<file path="config.mk">
export PLATFORM = sky130hd
export DESIGN_NAME = req_encoder8_3
export DESIGN_NICKNAME = d
export VERILOG_FILES = /design/src/rtl/enc8_pkg.sv /design/src/rtl/prio_enc8_3.sv /design/src/rtl/req_encoder8_3.sv
export SDC_FILE = /design/constraint.sdc
export NUM_CORES = 1
export LEC_CHECK = 0
export CORE_AREA = 5 5 42 44
export CTS_BUF_LIST = sky130_fd_sc_hd__clkbuf_4
export DETAILED_ROUTE_END_ITERATION = 7
export DIE_AREA = 0 0 47 49
export PLACE_DENSITY = 0.79
export REMOVE_ABC_BUFFERS = 1
export SLEW_MARGIN = 20
export SYNTH_ARGS = -nofsm -noshare
export SYNTH_HDL_FRONTEND = slang
export SYNTH_SLANG_ARGS = --single-unit
</file>
<file path="constraint.sdc">
create_clock -name clk -period 3.49 [get_ports clk]
set_input_delay 1.047 -clock clk [delete_from_list [all_inputs] [get_ports clk]]
set_output_delay 1.047 -clock clk [all_outputs]
set_load 0.005 [all_outputs]
</file>
<file path="src/rtl/enc8_pkg.sv">
// Shared types and helpers for the 8-to-3 request encoder.
// Optional feature macro: ROUND_ROBIN_EN (selects rotating search start).
package enc8_pkg;

  localparam int NREQ = 8;

  typedef logic [7:0] req_t;
  typedef logic [2:0] idx_t;

  // Search start after reset: the top index, so the first pick matches fixed priority.
  localparam idx_t PTR_RST = 3'd7;

  // One-hot mask for a 3-bit index.
  function automatic req_t onehot8(idx_t i);
    req_t r;
    r    = '0;
    r[i] = 1'b1;
    return r;
  endfunction

endpackage

</file>
<file path="src/rtl/prio_enc8_3.sv">
// Combinational downward-searching priority encoder with wrap-around.
// The search visits start, start-1, ..., 0, 7, ... and reports the first set bit.
module prio_enc8_3
  import enc8_pkg::*;
(
  input  req_t vec,
  input  idx_t start,
  output idx_t idx,
  output logic any
);

  // Walk the eight positions from start downward; the first hit wins.
  always_comb begin
    idx = '0;
    any = 1'b0;
    for (int k = 0; k < NREQ; k++) begin
      if (!any && vec[start - idx_t'(k)]) begin
        idx = start - idx_t'(k);
        any = 1'b1;
      end
    end
  end

endmodule

</file>
<file path="src/rtl/req_encoder8_3.sv">
// Sequential 8-to-3 request encoder.
// Requests are captured into a pending mask (when e=1) and served one index per
// accepted handshake. Handshake: valid=1 means out holds a pending index; the
// consumer takes it by raising ack in that cycle, and the bit is cleared at the
// next rising edge (a new request on the same bit in that cycle keeps it set).
// ack while valid=0 is ignored. out may change before acceptance if a higher
// priority request arrives.
// Optional feature macro: ROUND_ROBIN_EN -- rotate the search start past each
// granted index; when undefined, the highest pending index always wins.
module req_encoder8_3
  import enc8_pkg::*;
#(
  parameter int delay = 50  // simulation-only delay in ps; not modelled in this RTL
)(
  input  logic       clk,
  input  logic       rst_n,
  input  logic       e,
  input  logic [7:0] req,
  input  logic       ack,
  output logic [2:0] out,
  output logic       valid,
  output logic [7:0] pend,
  output logic       ovf
);

  // A negative delay has no meaning; the parameter otherwise carries no logic.
  if (delay < 0) begin : g_neg_delay_ignored
  end

  req_t pend_q, pend_d;
  logic ovf_q, ovf_d;
  req_t set, clr;
  logic grant;
  idx_t sel_idx;
  idx_t start;
  logic sel_any;

`ifdef ROUND_ROBIN_EN
  idx_t ptr_q, ptr_d;
  assign start = ptr_q;
`else
  assign start = PTR_RST;
`endif

  prio_enc8_3 u_prio (
    .vec   (pend_q),
    .start (start),
    .idx   (sel_idx),
    .any   (sel_any)
  );

  assign valid = sel_any;
  assign out   = sel_any ? sel_idx : 3'd0;
  assign pend  = pend_q;
  assign ovf   = ovf_q;

  // Next-state: clear the granted bit, merge new requests, flag merges as overflow.
  always_comb begin
    grant  = sel_any & ack;
    clr    = grant ? onehot8(sel_idx) : '0;
    set    = e ? req : '0;
    pend_d = (pend_q & ~clr) | set;
    ovf_d  = ovf_q | (|(set & pend_q & ~clr));
`ifdef ROUND_ROBIN_EN
    ptr_d  = grant ? (sel_idx - 3'd1) : ptr_q;
`endif
  end

  // State registers with asynchronous active-low reset.
  always_ff @(posedge clk or negedge rst_n) begin
    if (!rst_n) begin
      pend_q <= '0;
      ovf_q  <= 1'b0;
`ifdef ROUND_ROBIN_EN
      ptr_q  <= PTR_RST;
`endif
    end else begin
      pend_q <= pend_d;
      ovf_q  <= ovf_d;
`ifdef ROUND_ROBIN_EN
      ptr_q  <= ptr_d;
`endif
    end
  end

endmodule

</file>
# After elaboration in Yosys (flattened, before gate mapping)
# Index checks and enable logic that the tools add are counted.
dict set report word_totals {
  ff_bits 9
  output_inout_bits 13
  wordCells 48
}
dict set report op_classes {
  order_cmp 2
  muxes 21
  bitwise_logic 7
  n_reduce_logical 16
}
# operator n
set op_table {}
lappend op_table {{$mux 3} 9}
lappend op_table {{$and 8x8->8} 3}
lappend op_table {{$mux 8} 2}
lappend op_table {{$mux 1} 9}
lappend op_table {{$logic_and 1x1->1} 8}
lappend op_table {{$not 8->8} 1}
lappend op_table {{$or 8x8->8} 1}
lappend op_table {{$reduce_or 8->1} 1}
lappend op_table {{$logic_not 1->1} 7}
lappend op_table {{$lt 3x4->1 const B} 1}
lappend op_table {{$demux 1 s3} 1}
lappend op_table {{$ge 3x1->1 const B} 1}
lappend op_table {{$and 1x1->1} 1}
lappend op_table {{$or 1x1->1} 1}

# Longest topological paths before layout
dict set report logic_depth {
  ltp_word 31
  ltp_mapped 6
}

# Modules after synthesis
# From an unflattened synthesis, not the netlist that was laid out.
dict set report hier_totals {
  hier_cells 165
  area_unflattened_um2 1570.3
}
# mod instances cells_per_inst area_per_inst_um2 seq_area_each_um2
set by_module_without_submodules {}
lappend by_module_without_submodules {prio_enc8_3 1 113 1049.8 0.0}
lappend by_module_without_submodules {req_encoder8_3 1 52 520.5 225.2}

# Least setup slack after synthesis
# Ideal clock, no wire load.
dict set report synth_timing {
  kind {register to output}
  from {register pend_q[4] (netlist: pend[4])}
  to {output valid}
  arrival_time_ns 1.238
  required_ns 2.443
  setup_slack_ns 1.205
  path_stages_with_launch 4
  n_path_buf 0
  path_cell_list {dfrtp_1 > nor4_4 > nand2_1 > or3_1}
}
dict set report synth_between {
  elab_chain_cells 14
}
# element line
set synth_lines {}
lappend synth_lines {{from (decl)} req_encoder8_3.sv:30} ;# req_t pend_q, pend_d;
lappend synth_lines {{from (signal assigned)} req_encoder8_3.sv:78} ;# pend_q <= pend_d;
lappend synth_lines {{$logic_and 1x1->1 *} prio_enc8_3.sv:17} ;# if (!any && vec[start - idx_t'(k)]) begin
lappend synth_lines {{$mux 1 *} prio_enc8_3.sv:17}
lappend synth_lines {{$logic_not 1->1} prio_enc8_3.sv:17}
lappend synth_lines {{$logic_and 1x1->1} prio_enc8_3.sv:17}
lappend synth_lines {{$mux 1 *} prio_enc8_3.sv:17}
lappend synth_lines {{$logic_not 1->1} prio_enc8_3.sv:17}
lappend synth_lines {{$logic_and 1x1->1} prio_enc8_3.sv:17}
lappend synth_lines {{$mux 1 *} prio_enc8_3.sv:17}
lappend synth_lines {{$logic_not 1->1} prio_enc8_3.sv:17}
lappend synth_lines {{$logic_and 1x1->1} prio_enc8_3.sv:17}
lappend synth_lines {{$mux 1 *} prio_enc8_3.sv:17}
lappend synth_lines {{$logic_not 1->1} prio_enc8_3.sv:17}
lappend synth_lines {{$logic_and 1x1->1} prio_enc8_3.sv:17}
lappend synth_lines {{$mux 1 *} prio_enc8_3.sv:17}
lappend synth_lines {{to (decl)} req_encoder8_3.sv:21} ;# output logic valid,
# Mark *: on every way between the ends. The rest lies on a longest branch, timed or not.

# Final worst setup path
# Same ends and word-level chain as after synthesis.

==> results.md <==
* Pins Over Slew Limit at 0
* Final count of hold timing violations at 0
* Status: finished clean
* DRT Pass-1 Iters at 4
* CP Capture Type: primary output
* Pre-CTS setup slack at 0.632 ns
* Vias in the first global route at 525
* Die Y at 49 um
* Worst path arrival time at 2.02 ns
* Largest net degree at the start of global routing at 13
* First-pass GRT wire length at 2270 um
* Layout cells sized above 1 at 8.64%
* Worst-margin pin slew at 0.424 ns
* Routed Antenna Nets at 0
* Fill count at 140
* Clk sink count at 9
* Crit share post-route at 87.9%
* Die width at 47 um
* Commonest cells post-synth: dfrtp_1, nand2_1, a22o_1
* Sequential cell area fraction in the yosys report at 42.2%
* CTS max path bufs at 2
* Post-synth top area cell: dfrtp_1
* Top cells by area, synth: dfrtp_1, a22o_1, nand2_1
* Total GRT Usage at 13.9%
* Total Negative Setup Slacks at 0 ns
* Nets at 94
* Cell Area, Synth at 534 um^2
* Number of synthesized flops with an enable pin at 0
* Max Cap Viol at 0
* Num CTS Buffers at 3
* Synth Instances at 55
* Die ar. at 0.00230 mm^2
* WL final at 1410 um
* Avg Cell Area, Syn at 9.71 um^2
* Synth-to-layout area growth at 52.2%
* Via density per instance at 5.49
* Ys async rst share at 100%
* Core area at 0.00140 mm^2
* Startpoint types: flip-flop
* Crit Path Category: reg2out
* Worst clock skew at 0.00344 ns
* Initial drt markers at 15
* Initial Utilization at 38.1%
* Synth Flop Type: dfrtp_1
* Via count at 533
* VDD IR max at 0.000210 V
* Number of port buffers at 24
* Final setup fails at 0
* Tot Pwr at 286 uW
* CTS root buf: clkbuf_4
* Post-CTS setup buffers at 0
* Pwr dens at 352 mW/mm^2
* GRT overflow at 0
* Initial antenna violation count at 0
* Worst EP required at 2.44 ns
* Fin worst setup slack at 0.422 ns
* Post-DP HPWL at 1080 um
* Hold_buf cts at 0
* RSZ-0062 raised after global routing: false
* Routed WL per cell at 14.6 um
* CP max FO at 7
* Clk_lat worst skew at 0.26 ns
* Routability cong. at 0.801
* Final critical-path required period at 3.07 ns
* Hold crit path type: reg2reg
* Cell leakage power at 0.316 nW
* Yosys top cell area share at 42.2%
* I/O pin total at 25
* Top-count cell post-synth: dfrtp_1
* Maximum clock frequency at 0.326 GHz
* Yosys warnings at 0
* Ant diodes at 0
* Rel. slew slack at 71.6%
* CTS tree: yes
* Min Hold Slack at 0.540 ns
* PostCTS Resize Cnt at 0
* Std-Cell Rows at 14
* Number of synthesized register bits at 9
* Residual DRC at 0
* Reg clk slew, reported paths at 0.07 ns
* Max H-tree Level at 1
* Distinct cells, synth at 29
==> cell usage in the layout, fill, tap and decap left out, types with 3 or more instances in the layout <==
master / count
nor2_1: 3
nand2_1: 7
dfrtp_1: 9
clkdlybuf4s50_1: 24
a22o_1: 6
clkbuf_4: 4
==> cell families after synthesis <==
family	share of synthesized area, %
buf+inv	4.22
simple gates	25.1
compound gates	28.6
flops	42.2
==> layout make-up <==
cell class / count / area, um^2 / area share, %
Clock buffer: 4 / 30.0 / 3.69
Timing Repair Buffer: 24 / 240 / 29.5
Sequential cell: 9 / 225 / 27.7
Tap cell: 16 / 20.0 / 2.46
Multi-Input combinational cell: 41 / 287 / 35.2
Inverter: 3 / 11.3 / 1.38
==> flip-flops by register name, summed over array words and instances (netlist names) <==
register  cells
pend          8
ovf           1
==> where the power goes <==
part,switching (mW),internal [mW],total [mW]
sequential,0.0171,0.111,0.128
combinational,0.0240,0.0439,0.0679
clock,0.0386,0.0519,0.0905
==> worst max-delay path, stage by stage, from the launching register on <==
cell and delay, ns:
dfrtp_1 0.47, nor4_4 0.41, nand2_1 0.12, or3_1 0.31, clkdlybuf4s50_1 0.45
==> stage by stage <==
stage               utilization [%]  instance area (um^2)  cells
floorplan                         -                   523     53
global placement               55.9                   783     93
detailed placement             55.9                   783     93
CTS                            58.0                   813     97
global route                   58.0                   813     97
finish                         58.0                   813     97
==> path summary, 6_finish.rpt <==
kind / endpoint / slack, ns / depth (start not counted) / from
min reg2reg: pend[0] / 0.54 / 2 / pend[0]
min in group asynchronous: pend[6] / 1.08 / 1 / rst_n
max in group asynchronous: pend[5] / 2.11 / 1 / rst_n
min: pend[0] / 0.54 / 2 / pend[0]
max: valid / 0.42 / 4 / pend[4]
max reg2reg: ovf / 1.71 / 4 / pend[6]
==> metal layers <==
metal  vias up  global-route usage (%)  wire [um]
met3         2                    2.58        106
met1       250                    19.1        641
met4         0                    9.68         13
met2        20                    18.8        650
li1        261                       -          -
met5         -                       0          0
Note: power is estimated with default switching activity, not from simulation.
